===== src/rtl/sap_pkg.sv =====
// sap_pkg: opcodes, one-hot T-state constants and control word for the SAP sequencer (SAP_JMP_EN adds lp)
package sap_pkg;
  localparam logic [3:0] OP_LDA = 4'b0000;
  localparam logic [3:0] OP_ADD = 4'b0001;
  localparam logic [3:0] OP_SUB = 4'b0010;
  localparam logic [3:0] OP_JMP = 4'b0011;
  localparam logic [3:0] OP_OUT = 4'b1110;
  localparam logic [3:0] OP_HLT = 4'b1111;
  localparam logic [5:0] T1 = 6'b000001;
  localparam logic [5:0] T2 = 6'b000010;
  localparam logic [5:0] T3 = 6'b000100;
  localparam logic [5:0] T4 = 6'b001000;
  localparam logic [5:0] T5 = 6'b010000;
  localparam logic [5:0] T6 = 6'b100000;
  typedef struct packed {
    logic cp, ep, lm, ce, li, ei, la, ea, su, eu, lb, lo;
`ifdef SAP_JMP_EN
    logic lp;
`endif
  } ctrl_word_t;
endpackage


===== src/rtl/sap_tstate_ring.sv =====
// sap_tstate_ring: one-hot T1..T6 ring counter with hold and restart-to-T1
module sap_tstate_ring
  import sap_pkg::*;
(
  input  logic       clk,
  input  logic       clr_n,
  input  logic       hold,
  input  logic       restart,
  output logic [5:0] tstate
);
  logic [5:0] r_t;
  // rotate one position per clock; hold freezes the ring, restart jumps back to T1
  always_ff @(posedge clk or negedge clr_n)
    if (!clr_n) r_t <= T1;
    else if (!hold) r_t <= restart ? T1 : {r_t[4:0], r_t[5]};
  assign tstate = r_t;
endmodule


===== src/rtl/sap_control_sequencer.sv =====
// sap_control_sequencer: T-state ring, opcode decode to control word and halt latch (SAP_JMP_EN adds JMP/lp)
module sap_control_sequencer
  import sap_pkg::*;
#(
  parameter int OPC_W     = 4,
  parameter bit SHORT_NOP = 1'b1
) (
  input  logic             clk,
  input  logic             clr_n,
  input  logic [OPC_W-1:0] opcode,
  output logic [5:0]       tstate,
  output logic             cp,
  output logic             ep,
  output logic             lm,
  output logic             ce,
  output logic             li,
  output logic             ei,
  output logic             la,
  output logic             ea,
  output logic             su,
  output logic             eu,
  output logic             lb,
  output logic             lo,
`ifdef SAP_JMP_EN
  output logic             lp,
`endif
  output logic             hlt
);
  logic [3:0] w_op;
  logic       w_lda, w_add, w_sub, w_out, w_hop, w_jmp, w_mem, w_alu;
  logic       w_hlt, w_restart;
  logic       r_hlt;
  ctrl_word_t w_cw;
  assign w_op  = 4'(opcode);
  assign w_lda = w_op == OP_LDA;
  assign w_add = w_op == OP_ADD;
  assign w_sub = w_op == OP_SUB;
  assign w_out = w_op == OP_OUT;
  assign w_hop = w_op == OP_HLT;
`ifdef SAP_JMP_EN
  assign w_jmp = w_op == OP_JMP;
`else
  assign w_jmp = 1'b0;
`endif
  assign w_alu = w_add | w_sub;
  assign w_mem = w_lda | w_alu;
  // halt takes effect in the T4 decode cycle itself so the ring never leaves T4
  assign w_hlt = r_hlt | (clr_n & tstate[3] & w_hop);
  // JMP and unknown opcodes count as short instructions; HLT is held instead
  assign w_restart = SHORT_NOP & tstate[3] & ~(w_mem | w_out | w_hop);
  sap_tstate_ring u_ring (
    .clk     (clk),
    .clr_n   (clr_n),
    .hold    (w_hlt),
    .restart (w_restart),
    .tstate  (tstate)
  );
  // halt latches at the first T4 of HLT and only clr_n releases it
  always_ff @(posedge clk or negedge clr_n)
    if (!clr_n) r_hlt <= 1'b0;
    else if (w_hlt) r_hlt <= 1'b1;
  // zero-latency control word; everything quiet in reset or halt
  always_comb begin
    w_cw = '0;
    if (clr_n && !w_hlt) begin
      w_cw.ep = tstate[0];
      w_cw.lm = tstate[0] | (tstate[3] & w_mem);
      w_cw.cp = tstate[1];
      w_cw.ce = tstate[2] | (tstate[4] & w_mem);
      w_cw.li = tstate[2];
      w_cw.ei = tstate[3] & (w_mem | w_jmp);
      w_cw.ea = tstate[3] & w_out;
      w_cw.lo = tstate[3] & w_out;
      w_cw.la = (tstate[4] & w_lda) | (tstate[5] & w_alu);
      w_cw.lb = tstate[4] & w_alu;
      w_cw.eu = tstate[5] & w_alu;
      w_cw.su = (tstate[4] | tstate[5]) & w_sub;
`ifdef SAP_JMP_EN
      w_cw.lp = tstate[3] & w_jmp;
`endif
    end
  end
`ifdef SAP_JMP_EN
  assign {cp, ep, lm, ce, li, ei, la, ea, su, eu, lb, lo, lp} = w_cw;
`else
  assign {cp, ep, lm, ce, li, ei, la, ea, su, eu, lb, lo} = w_cw;
`endif
  assign hlt = w_hlt;
endmodule


===== config.mk =====
export PLATFORM = sky130hd
export DESIGN_NAME = sap_control_sequencer
export DESIGN_NICKNAME = d
export VERILOG_FILES = /design/src/rtl/sap_pkg.sv /design/src/rtl/sap_tstate_ring.sv /design/src/rtl/sap_control_sequencer.sv
export SDC_FILE = /design/constraint.sdc
export NUM_CORES = 1
export LEC_CHECK = 0
export BUFFER_PORTS_ARGS = -buffer_cell sky130_fd_sc_hd__buf_4
export CAP_MARGIN = 0
export CELL_PAD_IN_SITES_DETAIL_PLACEMENT = 0
export CELL_PAD_IN_SITES_GLOBAL_PLACEMENT = 1
export CORE_MARGIN = 2
export CORE_UTILIZATION = 30
export CTS_CLUSTER_DIAMETER = 60
export DETAILED_ROUTE_END_ITERATION = 16
export GPL_ROUTABILITY_DRIVEN = 0
export PLACE_DENSITY = 0.79
export SLEW_MARGIN = 20
export SYNTH_ARGS = -nofsm -noshare
export SYNTH_HDL_FRONTEND = slang
export SYNTH_HIERARCHICAL = 1
export SYNTH_SLANG_ARGS = --single-unit

===== constraint.sdc =====
create_clock -name clk -period 1.6 [get_ports clk]
set_input_delay 0.08 -clock clk [delete_from_list [all_inputs] [get_ports clk]]
set_output_delay 0.08 -clock clk [all_outputs]
set_load 0.02 [all_outputs]

==> summary.md <==
| Metric | Value |
|---|---|
| ANT cells | 0 |
| DRT Pass-1 Iters | 3 |
| CTS tree | done |
| Die area | 1970 sq um |
| Vias per cell | 4.97 |
| Fraction of layout cells with a size suffix above 1 | 45.3% |
| Post-synthesis xor/xnor area fraction | 1.79% |
| Rows | 14 |
| Logic pwr share | 11.8% |
| First-pass GRT wire length | 2030 um |
| Clock Path Buffers | 2 |
| WL final | 1250 um |
| Tmin final | 1.59 ns |
| Max_cap viols | 0 |
| DP HPWL | 928 um |
| GR Util All Layers | 14.7% |
| Register bit total from synthesis | 7 |
| Worst-Skew Late Latency | 0.25 ns |
| Sink Count | 7 |
| Initial antenna violation count | 0 |
| Antenna Nets Post-Route | 0 |
| Most frequent cells in the layout | buf_4, nand2_1 |
| Initial Util | 32.2% |
| CTS Root Cell | clkbuf_4 |
| Drt drc | 0 |
| Yosys Warn Count | 6 |
| Register area share after synthesis | 36.0% |
| Setup TNS | 0 ns |
| Initial drt markers | 3 |
| Unrepaired setup endpoints after global routing | true |
| LEAKAGE | 0.364 nW |
| Worst Path Buf+Inv | 1 |
| Measured slew at the worst slew-check pin | 0.430 ns |
| Outcome | finished clean |
| Main combinational cell family by area after synthesis | simple AND/OR/NAND/NOR gates |
| Total gr overflow | 0 |
| Area Growth Syn to Fin | 54.3% |
| Vias in the first global route | 442 |
| Final Hold Viols | 0 |
| Clock skew | 0.00525 ns |
| Sw Share | 23.1% |
| CTS buffer count | 3 |
| IO Pins | 25 |
| Hold Path Class | input port to flop |
| CP Data Arrival Time | 1.51 ns |
| Sw power | 0.0000876 W |
| Largest net degree at the start of global routing | 14 |
| P_int | 0.000292 W |
| Wire length per cell after detailed routing | 12.2 um |
| Die height | 44.4 um |
| CP Capture Type | primary output |
| Yosys cell types | 25 |
| Delay of the slowest critical-path stage | 0.51 ns |
| Mapped cell area | 490 sq um |
| Synth Area in Compound Gates | 20.4% |
| Die Wd | 44.4 um |
| Sequential Power Share | 46.7% |
| Post-synthesis adder-cell area fraction | 0% |
| Clock share of power | 41.5% |
| Crit path kind | flop to primary output |
| Max-slew headroom | 71.4% |
| Core Footprint | 1520 sq um |
| Required @ worst endpoint | 1.52 ns |
| Finished Cell Area | 757 sq um |
| Post-Synthesis Cells | 57 |
| Startpoint Class | flop |
| Setup slack, reg-to-reg | 0.22 ns |
| Worst Path Max Fanout | 3 |
| Post-route clock period utilization | 99.2% |
| Clock transition at path regs | 0.05 ns |
| Slowest CP cell | or4b_4 |
| Pins over their slew limit | 0 |
| Simple-gate share of the synthesized area | 34.9% |
| Max Clock Freq | 0.630 GHz |
| Area of placed instances | 674 sq um |
| Post-Synthesis Mean Instance Area | 8.60 sq um |
| Commonest non-fill, non-tap cell in the layout | buf_4 |
| Layout Nets | 93 |
| Critical-path cell list | or4b_4 > nor2_4 > and2_1 > buf_6 |
| Syn Nets | 63 |
| Port-buffer cells | 24 |
| H-Tree Depth | 1 |
| Crit path max-delay family | simple AND/OR/NAND/NOR gates |
| Final setup violation count | 0 |
| VDD IR max | 0.558 mV |
| Post-synthesis mux area share | 2.04% |
| PD cells | 502 nW/um^2 |
| Vias | 507 |
[sequential cells by signal, summed over array words and instances, names as in the netlist]
name,flops
r_hlt,1
u_ring/tstate,6
[kinds of logic after synthesis]
kind of cell,count (synthesis)
AOI/OAI and AO/OA,14
xor gates and xnor gates,1
and+or+nand+nor,31
DFF,7
buffers and inverters,3
muxes,1
[stage by stage]
stage	power (W)	utilization, %	hold WS, ns	setup WS, ns	instances
final	0.000380	49.7	0.120	0.0124	102
after global routing	0.000399	49.7	0.118	-0.0388	102
after CTS	0.000383	48.1	0.112	0.000969	102
after detailed placement	0.000218	44.3	-0.0849	0.200	95
after global placement	0.000217	44.3	-0.0880	0.234	95
after floorplan	0.000197	-	-0.216	0.0895	57
[power groups by stage]
stage	combinational, W	sequential [W]	clock, W
2_1_floorplan	0.0000171	0.000180	0
3_3_place_gp	0.0000371	0.000180	0
3_5_place_dp	0.0000373	0.000180	0
4_1_cts	0.0000405	0.000177	0.000166
5_1_grt	0.0000489	0.000177	0.000173
6_report	0.0000448	0.000177	0.000158
[timing repair]
item                                    4_1_cts  5_1_grt
hold endpoints to repair                      7        0
resized for setup                             2        5
endpoints found under the setup margin        7        8
setup buffers                                 2        0
hold buffers                                  1        0
[layout make-up]
| cell class | instances | area, sq um |
|---|---|---|
| Clock buffer | 4 | 26.3 |
| Fill cell | 154 | 767 |
| Multi-Input combinational cell | 47 | 313 |
| Sequential cell | 7 | 178 |
| Tap cell | 16 | 20.0 |
| Timing Repair Buffer | 28 | 220 |
[per-layer routing]
| layer | track usage (%) | routed length, um |
|---|---|---|
| met5 | 0 | 0 |
| met4 | 5.45 | 17 |
| met3 | 6.94 | 92 |
| met2 | 22.4 | 572 |
| met1 | 18.0 | 562 |
[cell usage after synthesis]
cell,count,area [sq um]
dfrtp_1,6,150
a211oi_2,1,12.5
a41o_1,2,20.0
a21oi_1,2,10.0
buf_2,1,5.00
buf_4,1,7.51
nor2_1,6,22.5
buf_6,1,11.3
a31oi_1,1,6.26
dfstp_2,1,26.3
o21ai_1,4,20.0
mux2i_1,1,10.0
o21ai_2,1,8.76
xnor2_1,1,8.76
or4b_4,1,13.8
and3_2,2,15.0
a22o_1,1,8.76
nor3b_1,1,7.51
o21ai_0,1,5.00
nand2_1,7,26.3
a2bb2oi_1,1,8.76
nand2b_1,5,31.3
nor3_1,1,5.00
nor2b_1,3,18.8
and2_1,5,31.3
[final timing paths]
path	startpoint	to	cells after the start
setup / recovery	r_hlt	lb	4
hold / removal	clr_n	r_hlt	2
setup reg to reg	r_hlt	u_ring/tstate[3]	4
hold reg to reg	u_ring/tstate[0]	u_ring/tstate[0]	2
max in group asynchronous	clr_n	u_ring/tstate[0]	2
min in group asynchronous	clr_n	u_ring/tstate[4]	2
Note: power is estimated with default switching activity, not from simulation.
